<file path="src/rtl/fetch_stage.sv">
// Instruction-fetch stage with IF/ID register, req/ready imem handshake and pc_sel redirect.
// Optional macro DELAY_SLOT_EN: keep the word fetched on a redirecting edge as a MIPS delay slot.
module fetch_stage #(
  parameter logic [31:0] RESET_PC  = 32'h0000_0000,
  parameter logic [31:0] NOP_INSTR = 32'h0000_0000
) (
  input  logic        in_clk,
  input  logic        in_rst_n,
  input  logic        in_stall,
  input  logic [1:0]  in_pc_sel,
  input  logic [31:0] in_branch_target,
  input  logic [31:0] in_jump_target,
  input  logic [31:0] in_jr_target,
  output logic        out_imem_req,
  output logic [31:0] out_imem_addr,
  input  logic [31:0] in_imem_rdata,
  input  logic        in_imem_ready,
  output logic [31:0] out_pc,
  output logic [31:0] out_id_instruction,
  output logic [31:0] out_id_pc,
  output logic [31:0] out_id_pc_plus4,
  output logic        out_id_valid
);

`ifdef DELAY_SLOT_EN
  localparam bit SlotEn = 1'b1;
`else
  localparam bit SlotEn = 1'b0;
`endif

  logic [31:0] pc_q, pc_d;
  logic        req_q, req_d;
  logic        pending_q, pending_d;
  logic [31:0] pending_target_q, pending_target_d;
  logic [31:0] id_instr_q, id_instr_d;
  logic [31:0] id_pc_q, id_pc_d;
  logic [31:0] id_pc_plus4_q, id_pc_plus4_d;
  logic        id_valid_q, id_valid_d;

  logic [31:0] pc_plus4;
  logic [31:0] sel_raw;
  logic [31:0] sel_target;
  logic        fire;
  logic        redirect;

  assign pc_plus4 = pc_q + 32'd4;
  assign fire     = req_q & in_imem_ready;
  assign redirect = (in_pc_sel != 2'b00) & ~in_stall & ~pending_q;

  always_comb begin
    unique case (in_pc_sel)
      2'b01:   sel_raw = in_branch_target;
      2'b10:   sel_raw = in_jump_target;
      2'b11:   sel_raw = in_jr_target;
      default: sel_raw = pc_plus4;
    endcase
    sel_target = sel_raw & ~32'h0000_0003;
  end

  always_comb begin
    pc_d             = pc_q;
    req_d            = 1'b1;
    pending_d        = pending_q;
    pending_target_d = pending_target_q;
    id_instr_d       = id_instr_q;
    id_pc_d          = id_pc_q;
    id_pc_plus4_d    = id_pc_plus4_q;
    id_valid_d       = id_valid_q;

    if (in_stall) begin
      // Completion on a stalled edge is dropped; the same address is fetched again.
    end else if (!fire) begin
      id_instr_d = NOP_INSTR;
      id_valid_d = 1'b0;
      if (redirect) begin
        pending_d        = 1'b1;
        pending_target_d = sel_target;
      end
    end else if (pending_q || redirect) begin
      pc_d      = pending_q ? pending_target_q : sel_target;
      pending_d = 1'b0;
      if (SlotEn) begin
        id_instr_d    = in_imem_rdata;
        id_pc_d       = pc_q;
        id_pc_plus4_d = pc_plus4;
        id_valid_d    = 1'b1;
      end else begin
        id_instr_d = NOP_INSTR;
        id_valid_d = 1'b0;
      end
    end else begin
      pc_d          = pc_plus4;
      id_instr_d    = in_imem_rdata;
      id_pc_d       = pc_q;
      id_pc_plus4_d = pc_plus4;
      id_valid_d    = 1'b1;
    end
  end

  always_ff @(posedge in_clk or negedge in_rst_n) begin
    if (!in_rst_n) begin
      pc_q             <= RESET_PC;
      req_q            <= 1'b0;
      pending_q        <= 1'b0;
      pending_target_q <= 32'h0;
      id_instr_q       <= NOP_INSTR;
      id_pc_q          <= 32'h0;
      id_pc_plus4_q    <= 32'h0;
      id_valid_q       <= 1'b0;
    end else begin
      pc_q             <= pc_d;
      req_q            <= req_d;
      pending_q        <= pending_d;
      pending_target_q <= pending_target_d;
      id_instr_q       <= id_instr_d;
      id_pc_q          <= id_pc_d;
      id_pc_plus4_q    <= id_pc_plus4_d;
      id_valid_q       <= id_valid_d;
    end
  end

  assign out_imem_req       = req_q;
  assign out_imem_addr      = pc_q;
  assign out_pc             = pc_q;
  assign out_id_instruction = id_instr_q;
  assign out_id_pc          = id_pc_q;
  assign out_id_pc_plus4    = id_pc_plus4_q;
  assign out_id_valid       = id_valid_q;

endmodule

</file>
<file path="config.mk">
export PLATFORM = sky130hd
export DESIGN_NAME = fetch_stage
export DESIGN_NICKNAME = d
export VERILOG_FILES = /design/src/rtl/fetch_stage.sv
export SDC_FILE = /design/constraint.sdc
export NUM_CORES = 1
export LEC_CHECK = 0
export CAP_MARGIN = 40
export CORE_ASPECT_RATIO = 1.75
export CORE_MARGIN = 2
export CORE_UTILIZATION = 40
export DETAILED_ROUTE_END_ITERATION = 7
export PLACE_DENSITY = 0.74
export SETUP_SLACK_MARGIN = 0.2
export SYNTH_ARGS = -nofsm -noshare
export SYNTH_HDL_FRONTEND = slang
export SYNTH_SLANG_ARGS = --single-unit
</file>
<file path="constraint.sdc">
create_clock -name in_clk -period 5.6 [get_ports in_clk]
set_clock_uncertainty 0.2 [all_clocks]
set_input_delay 0.56 -clock in_clk [delete_from_list [all_inputs] [get_ports in_clk]]
set_output_delay 0.56 -clock in_clk [all_outputs]
set_load 0.03 [all_outputs]
</file>
Yosys cells after proc, flatten, opt, wreduce, memory -nomap -nowiden. Cells that the tools add are included.

Flip-flop bits (word level): 161. Input bits: 134. Output and inout port bits: 162. Word-level logic and storage cells: 37.

Add/subtract/negate cells: 1. Equal/unequal tests: 4. Multiplexer cells: 10. Bitwise logic cells: 7. Reductions and logical operators: 7.

Operators with widths (number): $mux W32 (4); $pmux W32 S3 (1); $add A32 B3 Y32 const B (1); $reduce_and A3 Y1 (3); $mux W1 (5); $eq A2 B2 Y1 const B (2); $not A1 Y1 (4); $reduce_bool A2 Y1 (2); $and A1 B1 Y1 (3); $eq A2 B1 Y1 const B (1); $ne A2 B1 Y1 const B (1); $reduce_and A2 Y1 (1); $logic_or A1 B1 Y1 (1).

Depth between registers and ports, before layout. Gate-level depths: netlist (run 1).

Depth in word-level cells: 6. Gate-level depth with buffers: 9. Depth with buffers taken out: 7.

Worst setup path before layout (run 1). OpenSTA, ideal clock, no wires.

Path type: register to register. From: register pc_q[15] (netlist: out_imem_addr[15]). To: register pc_q[31] (netlist: out_imem_addr[31]). Setup time: 0.131 ns. Arrival: 2.207 ns. Required time: 5.269 ns. Slack: 3.061 ns. Cell stages (with the launch flop): 10. Buffers on the path: 3. Period minus slack after synthesis: 2.539 ns. Path through: dfrtp_1 -> buf_2 -> and3_1 -> and3_1 -> clkbuf_1 -> and2_1 -> buf_6 -> nand4_4 -> and3b_1 -> or3_1.

Longest elaborated chain between the ends: 4.

Ends and longest elaborated chain: start, declared (RTL line 31) `logic [31:0] pc_q, pc_d;`; start signal, assigned (RTL line 111) `pc_q <= pc_d;`; $add A32 B3 Y32 * (RTL line 46) `assign pc_plus4 = pc_q + 32'd4;`; $pmux W32 S3 (RTL line 51) `unique case (in_pc_sel)`; $mux W32 (RTL line 80) `pc_d = pending_q ? pending_target_q : sel_target;`; $mux W32 * (RTL line 79) `end else if (pending_q || redirect) begin`.

Every way passes the cells marked *; elsewhere a longest branch is shown, timed or not. A chain may end at the register's enable or synchronous reset.

Worst setup path after layout (run 1).
From: input in_stall. To: register pending_target_q[25].

Longest elaborated chain between the ends: 4.

Ends and longest elaborated chain: start, declared (RTL line 9) `input logic in_stall,`; $not A1 Y1 (no source line) *; $and A1 B1 Y1 (2 in a row) (RTL line 48) `assign redirect = (in_pc_sel != 2'b00) & ~in_stall & ~pending_q;`; $reduce_and A3 Y1 (no source line) *; end signal, assigned (RTL line 114) `pending_target_q <= pending_target_d;`; end, declared (RTL line 34) `logic [31:0] pending_target_q, pending_target_d;`.

Marked as above.

==> results.sh, run 1 <==
export IMPL_status="finished, final reports clean"
export IMPL_num_rows=68
export IMPL_stdcell_count=1304
export IMPL_gp_congestion=0.8824
export IMPL_clock_tree_root_cell="clkbuf_16"
export IMPL_holdPathStages=2
export IMPL_pre_cts_slack_ns=2.111
export IMPL_hpwlAfterDp_um=17240
export IMPL_rsz0062_at_grt="no"
export IMPL_netSwitchingFraction_pct=38.94
export IMPL_cp_start_kind="input port"
export IMPL_fillers=1750
export IMPL_post_place_cells=1271
export IMPL_yosysTopAreaCellShare_pct=49.20
export IMPL_synthFlopType="dfrtp_1"
export IMPL_multiInputGateArea_um2=3476
export IMPL_cp_max_fo=38
export IMPL_end_kind="register"
export IMPL_period_share_pct=54.65
export IMPL_synth_avg_cell_area_um2=9.591
export IMPL_worstMarginPinSlew_ns=0.7972
export IMPL_path_buf_inv=3
export IMPL_cts_buffers=17
export IMPL_synthCells=822
export IMPL_io_pins=296
export IMPL_crit_chain="clkdlybuf4s50_1 > buf_4 > o21ba_2 > nor2_1 > nor2_1 > nand2_1 > buf_4 > mux2_2"
export IMPL_period_minus_slack_ns=3.060
export IMPL_power_uw=4876
export IMPL_rrSetupSlack_ns=2.74
export IMPL_cp_data_required_time_ns=5.70
export IMPL_power_switching_uw=1899
export IMPL_setup_viol=0
export IMPL_first_pass_iters=7
export IMPL_area_growth_syn_to_layout_pct=43.02
export IMPL_worstHoldStart="pending_target_q[19]$_DFFE_PN0P_"
export IMPL_start_util_pct=40.29
export IMPL_ys_seq_area_share_pct=49.20
export IMPL_diodes=0
export IMPL_pwr_share_seq_pct=35.8
export IMPL_grtUsageTotal_pct=22.41
export IMPL_drtAntennaViolNets=0
export IMPL_pwr_share_comb_pct=40.3
export IMPL_cts_tree="yes"
export IMPL_arrival_ns=3.16
export IMPL_clkTransAtPathRegs_ns=0.07
export IMPL_synthTopCellsByArea="dfrtp_1 (49%), nand2_1 (8.3%), o21ai_0 (4.8%), a22o_1 (4.1%), mux2_2 (3.9%)"
export IMPL_fmax_ghz=0.3268
export IMPL_min_to="pending_target_q[19]$_DFFE_PN0P_"
export IMPL_hold_class="register to register"
export IMPL_vias_per_cell=5.369
export IMPL_nets=1181
export IMPL_cts_max_level=4
export IMPL_seqCellArea_um2=3879
export IMPL_yosysTopAreaCell="dfrtp_1"
export IMPL_cap_violations=0
export IMPL_clock_sinks=155
export IMPL_regToRegStartpoint="out_imem_addr[2]$_DFFE_PN0P_"
export IMPL_worst_slack_ns=2.540
export IMPL_die_area_um2=20890
export IMPL_crit_type="input port to register"
export IMPL_yosysUniqueCellTypes=62
export IMPL_netlist_top_cells_count="nand2_1 (174), dfrtp_1 (155), o21ai_0 (76)"
export IMPL_async_reset_ff_share_pct=100.0
export IMPL_grt_pass1_vias=6686
export IMPL_wirelength_um=23560
export IMPL_grt_pass1_wl_um=36050
export IMPL_ir_drop_uv=282.3
export IMPL_cpPeakStageDelay_ns=0.46
export IMPL_antenna_found_initial=0
export IMPL_worstReg2RegEnd="out_imem_addr[31]$_DFFE_PN0P_"
export IMPL_report_final_hold_viol_count=0
export IMPL_port_buffers=281
export IMPL_hold_ws_ns=0.2681
export IMPL_grt_max_degree=90
export IMPL_slew_headroom_pct=46.86
export IMPL_fin_tns_setup_ns=0
export IMPL_power_leakage_uw=0.004889
export IMPL_p_int_uw=2977
export IMPL_synth_seq_cells=155
export IMPL_die_y_um=189.7
export IMPL_crit_slowest_cell="nand2_1"
export IMPL_die_x_um=110.1
export IMPL_gr_total_overflow=0
export IMPL_slew_violations=0
export IMPL_drcViolationCount=0
export IMPL_synth_edf_count=0
export IMPL_coreArea_um2=19570
export IMPL_netlist_area_um2=7884
export IMPL_wl_per_cell_um=18.07
export IMPL_power_density_nw_per_um2=432.4
export IMPL_drt_iter0_markers=452
export IMPL_cp_top_family="buffers and inverters"
export IMPL_reg2reg_depth=6
export IMPL_yosys_warnings=0
export IMPL_hold_buffers=1
export IMPL_drive_gt1_share_pct=8.971
export IMPL_clockBufferDepth=2
export IMPL_ctsResizeCount=0
export IMPL_cts_setup_buffers=0
export IMPL_clkPwrFrac_pct=23.9
export IMPL_yosysMostFrequentCell="nand2_1"
export IMPL_worst_skew_pair_late_latency_ns=0.42
export IMPL_vias=7001
-- how the worst max path moves through the flow --
stage	startpoint	to	slack, ns	cells past startpoint
3_5_place_dp	in_stall	pending_target_q[20]$_DFFE_PN0P_	2.11	8
4_1_cts	in_stall	pending_target_q[25]$_DFFE_PN0P_	2.56	8
2_1_floorplan	out_imem_addr[15]$_DFFE_PN0P_	out_imem_addr[31]$_DFFE_PN0P_	3.06	9
6_report	in_stall	pending_target_q[25]$_DFFE_PN0P_	2.54	8
5_1_grt	in_stall	pending_target_q[25]$_DFFE_PN0P_	2.41	8
3_3_place_gp	in_stall	pending_target_q[26]$_DFFE_PN0P_	2.07	8
-- final cells by class --
cell class              instances  share of cell area (%)
inverters                       8                  0.2663
clock buffers                  21                   3.995
repair buffers                298                   26.51
well taps                     245                   2.719
clock inverters                11                   1.287
flip-flops and latches        155                   34.40
multi-input cells             566                   30.83
-- per-stage QoR --
step | area [µm²] | util [%]
after floorplan | 7910 | -
after global placement | 10580 | 54.05
after detailed placement | 10670 | 54.53
after CTS | 11280 | 57.62
after global routing | 11280 | 57.62
final | 11280 | 57.62
-- worst reg2reg max path: cells and delay by family (launching register included) --
kind	cells	cell delay (ns)
AND/OR/NAND/NOR	6	1.92
flip-flops	1	0.63
-- power by group through the flow --
| stage | registers [µW] | clock network, µW | logic (µW) |
|---|---|---|---|
| after floorplan | 2100 | 0 | 785 |
| after global placement | 1750 | 0 | 1930 |
| after detailed placement | 1760 | 0 | 1970 |
| after CTS | 1740 | 1180 | 1980 |
| after global routing | 1790 | 1240 | 2080 |
| final | 1740 | 1160 | 1970 |
-- cell families after synthesis --
family,Yosys count,synth area share [%]
other,2,0.09526
AND/OR/NAND/NOR,285,15.82
XOR/XNOR,27,3.000
adder cells (fa/ha/maj),1,0.1587
flip-flops,155,49.20
buffers and inverters,108,7.364
AO/OA/AOI/OAI,195,16.28
multiplexers,49,8.078
-- sequential cells by signal (all words and copies together) (netlist names) --
signal              flops
out_id_instruction     32
out_id_pc              30
out_id_pc_plus4        30
out_imem_addr          30
pending_target_q       30
out_id_valid            1
out_imem_req            1
pending_q               1
-- routing by layer --
layer | vias up | part of all wire (%) | track usage [%]
met5 | - | 0 | 0
met4 | 0 | 3.0 | 9.135
met3 | 48 | 6.1 | 4.145
met2 | 310 | 52 | 38.53
met1 | 3351 | 39 | 27.16
li1 | 3292 | - | -
-- placed cells by master (no fill, tap or decap), types with 3 or more instances in the layout --
cell / n
nor4_1: 3
a221oi_1: 4
inv_1: 8
mux2_2: 27
o22ai_1: 5
nor2_1: 45
buf_4: 12
a211oi_1: 5
clkbuf_1: 3
o21ai_0: 76
nand2_1: 173
and3_1: 13
clkinv_2: 3
and2_1: 3
nand4_1: 9
mux4_2: 9
dfrtp_1: 155
xnor2_1: 15
a22o_1: 37
o2bb2ai_1: 3
clkinvlp_4: 3
nor3_1: 11
clkdlybuf4s50_1: 278
bufinv_16: 3
mux2i_1: 13
conb_1: 9
nand3_1: 12
a21oi_1: 26
a22oi_1: 14
xor2_1: 12
clkbuf_16: 17
a221o_1: 3
No activity file was read; power rests on OpenSTA's default activity.
==> inputs of run 2 (changes only) <==
--- a/config.mk
+++ b/config.mk
@@ -10,7 +10,7 @@
 export CORE_MARGIN = 2
 export CORE_UTILIZATION = 40
 export DETAILED_ROUTE_END_ITERATION = 7
-export PLACE_DENSITY = 0.74
+export PLACE_DENSITY = 0.76
 export SETUP_SLACK_MARGIN = 0.2
 export SYNTH_ARGS = -nofsm -noshare
 export SYNTH_HDL_FRONTEND = slang
==> constraint.sdc (replaced) <==
create_clock -name in_clk -period 2.7 [get_ports in_clk]
set_clock_uncertainty 0.2 [all_clocks]
set_input_delay 0.27 -clock in_clk [delete_from_list [all_inputs] [get_ports in_clk]]
set_output_delay 0.27 -clock in_clk [all_outputs]
set_load 0.03 [all_outputs]
==> results.sh, run 2 (synthesized netlist as in run 1, its figures left out) <==
export IMPL_status="finished, final reports clean"
export IMPL_fin_tns_setup_ns=0
export IMPL_cts_tree="yes"
export IMPL_power_leakage_uw=0.005092
export IMPL_cts_buffers=17
export IMPL_cp_max_fo=5
export IMPL_area_growth_syn_to_layout_pct=47.39
export IMPL_stdcell_count=1342
export IMPL_fillers=1636
export IMPL_die_x_um=110.1
export IMPL_period_minus_slack_ns=2.380
export IMPL_worstMarginPinSlew_ns=0.5830
export IMPL_nets=1219
export IMPL_power_uw=10500
export IMPL_vias=7172
export IMPL_ir_drop_uv=517.2
export IMPL_antenna_found_initial=0
export IMPL_power_density_nw_per_um2=903.4
export IMPL_slew_headroom_pct=61.13
export IMPL_fmax_ghz=0.4201
export IMPL_clockBufferDepth=2
export IMPL_clock_tree_root_cell="clkbuf_16"
export IMPL_gp_congestion=0.8863
export IMPL_coreArea_um2=19570
export IMPL_start_util_pct=40.29
export IMPL_rsz0062_at_grt="no"
export IMPL_clkTransAtPathRegs_ns=0.06
export IMPL_reg2reg_depth=8
export IMPL_drcViolationCount=0
export IMPL_endpoint="out_id_pc_plus4[26]$_DFFE_PN0P_"
export IMPL_cp_start_kind="register"
export IMPL_layout_common_cells="clkdlybuf4s50_1 (278), nand2_1 (172), dfrtp_1 (151)"
export IMPL_hold_class="input port to asynchronous set/reset pin"
export IMPL_slew_violations=0
export IMPL_grt_pass1_vias=7072
export IMPL_worst_skew_pair_late_latency_ns=0.43
export IMPL_period_share_pct=88.16
export IMPL_hpwlAfterDp_um=17850
export IMPL_worstReg2RegEnd="out_id_pc_plus4[26]$_DFFE_PN0P_"
export IMPL_crit_type="register to register"
export IMPL_wirelength_um=24110
export IMPL_cp_data_required_time_ns=2.81
export IMPL_end_kind="register"
export IMPL_grt_max_degree=72
export IMPL_regToRegStartpoint="out_imem_addr[2]$_DFFE_PN0P_"
export IMPL_largest_reg_flops=32
export IMPL_post_place_cells=1305
export IMPL_diodes=0
export IMPL_setup_viol=0
export IMPL_gr_total_overflow=0
export IMPL_port_buffers=281
export IMPL_grt_pass1_wl_um=37610
export IMPL_first_pass_iters=5
export IMPL_io_pins=296
export IMPL_rrSetupSlack_ns=0.32
export IMPL_clock_sinks=155
export IMPL_drt_iter0_markers=644
export IMPL_drive_gt1_share_pct=12.85
export IMPL_die_y_um=189.7
export IMPL_arrival_ns=2.49
export IMPL_cap_violations=0
export IMPL_startpoint="out_imem_addr[2]$_DFFE_PN0P_"
export IMPL_die_area_um2=20890
export IMPL_report_final_hold_viol_count=0
export IMPL_num_rows=68
export IMPL_finish_utilization_pct=59.38
export IMPL_vias_per_cell=5.344
export IMPL_wl_per_cell_um=17.96
export IMPL_layout_commonest_cell="clkdlybuf4s50_1"
export IMPL_cts_max_level=4
export IMPL_drtAntennaViolNets=0
export IMPL_grtUsageTotal_pct=23.25
==> run 2: changes by cell type in the layout (fill, tap and decap cells not counted), sizes merged <==
cell           previous run  this run
buf                      19        56
clkinv                    5         2
bufinv                    3         4
clkbuf                   21        22
clkdlybuf4s15             0         1
clkinvlp                  3         4
==> run 2: per-layer routing <==
layer | vias to the layer above | track usage [%] | routed length, µm
met5 | - | 0 | 0
met2 | 358 | 40.33 | 12470
li1 | 3358 | - | -
met3 | 59 | 4.008 | 1512
met4 | 0 | 9.375 | 923
met1 | 3397 | 28.10 | 9203
==> run 2: critical path: stages (launching register included) <==
cell     delay [ns]
dfrtp_2        0.43
ha_4           0.20
nand2_2        0.12
nor4b_4        0.38
buf_4          0.21
and3_1         0.18
nand3_1        0.12
nor2b_1        0.16
a211o_1        0.25
==> run 2: metrics by stage <==
stage               instance area, µm²  hold WS (ns)  setup slack, ns
detailed placement               10910       0.08189           0.1300
finish                           11620        0.1818           0.3198
global placement                 10900       0.07995           0.1431
CTS                              11560        0.2118           0.2333
global route                     11620        0.2386           0.2509
floorplan                         7913       -0.2256           0.2354
==> run 2: worst min path at each step <==
stage,start,end,slack [ns],depth (start not counted)
detailed placement,in_rst_n,out_imem_req$_DFF_PN0_,0.08,1
floorplan,in_rst_n,out_id_instruction[0]$_DFFE_PN0N_,-0.23,0
global placement,in_rst_n,out_imem_req$_DFF_PN0_,0.08,1
finish,in_rst_n,out_imem_req$_DFF_PN0_,0.18,2
global route,in_rst_n,out_imem_req$_DFF_PN0_,0.24,2
CTS,in_rst_n,out_imem_req$_DFF_PN0_,0.21,2
==> run 2: what timing repair did <==
item                       CTS  global route
buffers inserted             0             3
gates resized for setup      2             5
pin swaps                    0             1
hold endpoints to repair    57             0
setup endpoints to repair    3             3
hold buffers                 1             0
gates cloned                 0             1
==> run 2: cell type report <==
class                   instances  area [µm²]  share of cell area [%]
flip-flops and latches        155        3884                   33.42
multi-input cells             566        3501                   30.13
repair buffers                336        3261                   28.06
clock buffers                  22       474.2                   4.081
well taps                     245       306.5                   2.638
clock inverters                10       163.9                   1.411
inverters                       8       30.03                  0.2584
==> run 2: power breakdown <==
part           total, µW  internal, µW  switching (µW)
sequential          3380          2940             435
clock               2560          1620             935
combinational       4560          1930            2630
total              10500          6500            4000
==> inputs of run 3 (changes only) <==
--- a/config.mk
+++ b/config.mk
@@ -6,10 +6,10 @@
 export NUM_CORES = 1
 export LEC_CHECK = 0
 export CAP_MARGIN = 40
-export CORE_ASPECT_RATIO = 1.75
 export CORE_MARGIN = 2
 export CORE_UTILIZATION = 40
 export DETAILED_ROUTE_END_ITERATION = 7
+export HOLD_SLACK_MARGIN = 0.1
 export PLACE_DENSITY = 0.76
 export SETUP_SLACK_MARGIN = 0.2
 export SYNTH_ARGS = -nofsm -noshare
==> constraint.sdc (replaced) <==
create_clock -name in_clk -period 2.7 [get_ports in_clk]
set_clock_uncertainty 0.2 [all_clocks]
set_input_delay 0.54 -clock in_clk [delete_from_list [all_inputs] [get_ports in_clk]]
set_output_delay 0.54 -clock in_clk [all_outputs]
set_load 0.03 [all_outputs]
==> results.sh, run 3 (synthesized netlist as in run 1, its figures left out) <==
export IMPL_status="finished, final reports clean"
export IMPL_placed_area_um2=11060
export IMPL_rsz0062_at_grt="no"
export IMPL_crit_type="register to output pin"
export IMPL_wl_per_cell_um=18.10
export IMPL_period_share_pct=90.74
export IMPL_wirelength_um=24850
export IMPL_crit_chain="clkdlybuf4s50_1"
export IMPL_pwr_share_comb_pct=42.8
export IMPL_ir_drop_uv=451.0
export IMPL_fillers=1598
export IMPL_power_switching_uw=4031
export IMPL_clock_tree_root_cell="clkbuf_16"
export IMPL_cp_max_fo=8
export IMPL_power_uw=10650
export IMPL_die_area_um2=20850
export IMPL_vias_per_cell=5.176
export IMPL_end_kind="output pin"
export IMPL_netSwitchingFraction_pct=37.85
export IMPL_drt_iter0_markers=536
export IMPL_drtAntennaViolNets=0
export IMPL_die_x_um=144.4
export IMPL_port_buffers=281
export IMPL_cp_data_required_time_ns=1.96
export IMPL_hpwlAfterDp_um=18540
export IMPL_coreArea_um2=19400
export IMPL_finish_utilization_pct=60.72
export IMPL_hold_class="register to register"
export IMPL_slew_headroom_pct=66.68
export IMPL_cts_max_level=4
export IMPL_largest_reg_flops=32
export IMPL_drive_gt1_share_pct=13.36
export IMPL_cpPeakStageDelay_ns=0.74
export IMPL_hold_ws_ns=0.2723
export IMPL_drt_met1_wl_um=10760
export IMPL_antenna_found_initial=0
export IMPL_diodes=0
export IMPL_wl_met3_um=1844
export IMPL_path_buf_inv=1
export IMPL_cp_start_kind="register"
export IMPL_pwr_share_seq_pct=31.6
export IMPL_fmax_ghz=0.4082
export IMPL_area_growth_syn_to_layout_pct=49.40
export IMPL_vias=7106
export IMPL_worstMarginPinSlew_ns=0.4980
export IMPL_worst_skew_pair_late_latency_ns=0.42
export IMPL_power_leakage_uw=0.005216
export IMPL_grtUsageTotal_pct=23.60
export IMPL_layout_commonest_cell="clkdlybuf4s50_1"
export IMPL_drcViolationCount=0
export IMPL_grt_pass1_wl_um=37610
export IMPL_start_util_pct=40.64
export IMPL_gp_congestion=0.9071
export IMPL_cts_buffers=17
export IMPL_fin_tns_setup_ns=0
export IMPL_first_pass_iters=5
export IMPL_grt_pass1_vias=6916
export IMPL_layout_common_cells="clkdlybuf4s50_1 (275), nand2_1 (173), dfrtp_1 (153)"
export IMPL_io_pins=296
export IMPL_crit_slowest_cell="clkdlybuf4s50_1"
export IMPL_top_layer="met4"
export IMPL_met2_length_um=11800
export IMPL_cp_top_family="buffers and inverters"
export IMPL_cts_tree="yes"
export IMPL_slew_violations=0
export IMPL_clock_sinks=155
export IMPL_num_rows=51
export IMPL_die_y_um=144.4
export IMPL_arrival_ns=1.71
export IMPL_design_area_um2=11780
export IMPL_clkTransAtPathRegs_ns=0.06
export IMPL_setup_viol=0
export IMPL_p_int_uw=6618
export IMPL_report_final_hold_viol_count=0
export IMPL_nets=1230
export IMPL_grt_max_degree=57
export IMPL_clockBufferDepth=2
export IMPL_clkPwrFrac_pct=25.6
export IMPL_cap_violations=0
export IMPL_period_minus_slack_ns=2.450
export IMPL_gr_total_overflow=0
export IMPL_power_density_nw_per_um2=904.1
[run 3: cell count changes in the layout (fill, tap and decap cells not counted), moves of 3 or more]
cell             change
clkinvlp_4           -3
dlymetal6s2s_1       +3
buf_4                +9
buf_12               +3
clkdlybuf4s50_1      -3
clkinv_4             +3
clkbuf_8             -3
[run 3: layout make-up]
class	instances	area, µm²	share of cell area, %
tap	265	331.6	2.815
multi-input combinational	566	3478	29.53
timing repair buffer	347	3385	28.73
clock buffer	19	432.9	3.675
clock inverter	13	240.2	2.040
sequential	155	3881	32.95
inverter	8	30.03	0.2549
[run 3: worst register-to-register path, cell delays in order, from the launching register on]
cell     delay (ns)
dfrtp_1        0.42
nand3_1        0.19
nor4_4         0.30
and2_1         0.39
nand4_4        0.17
and3b_1        0.21
or3_1          0.36
[run 3: layer usage]
layer  track usage [%]  vias to the layer above
met5                 0                        -
met4             7.460                        0
met3             5.232                       38
met2             36.87                      295
met1             32.85                     3393
li1                  -                     3380
[run 3: path summary, 6_finish.rpt]
path                                                   from                            endpoint  slack [ns]  cells after the start
max in group asynchronous                          in_rst_n  out_id_instruction[24]$_DFFE_PN0N_        1.17                      3
hold reg to reg            pending_target_q[10]$_DFFE_PN0P_    pending_target_q[10]$_DFFE_PN0P_        0.27                      2
hold / removal             pending_target_q[10]$_DFFE_PN0P_    pending_target_q[10]$_DFFE_PN0P_        0.27                      2
setup / recovery              out_imem_addr[29]$_DFFE_PN0P_                   out_imem_addr[29]        0.25                      1
setup reg to reg               out_imem_addr[2]$_DFFE_PN0P_       out_imem_addr[31]$_DFFE_PN0P_        0.34                      6
min in group asynchronous                          in_rst_n    pending_target_q[17]$_DFFE_PN0P_        0.45                      2
[run 3: power by group through the flow]
stage / clock, µW / sequential (µW) / combinational, µW
floorplan: 0 / 4350 / 1630
global placement: 0 / 3370 / 4490
detailed placement: 0 / 3400 / 4540
CTS: 2760 / 3360 / 4560
global route: 2840 / 3440 / 4850
finish: 2730 / 3360 / 4560
[run 3: repair_timing]
item / 4_1_cts / 5_1_grt
hold buffers: 1 / 0
endpoints found under the hold margin: 48 / 0
buffers inserted: 0 / 3
resized for setup: 0 / 4
endpoints found under the setup margin: 0 / 5
[run 3: per-stage QoR]
step / instances / worst slack [ns]
global placement: 1337 / 0.06934
global route: 1373 / 0.2005
finish: 1373 / 0.2501
detailed placement: 1337 / -0.03395
floorplan: 829 / 0.2354
CTS: 1370 / 0.2183
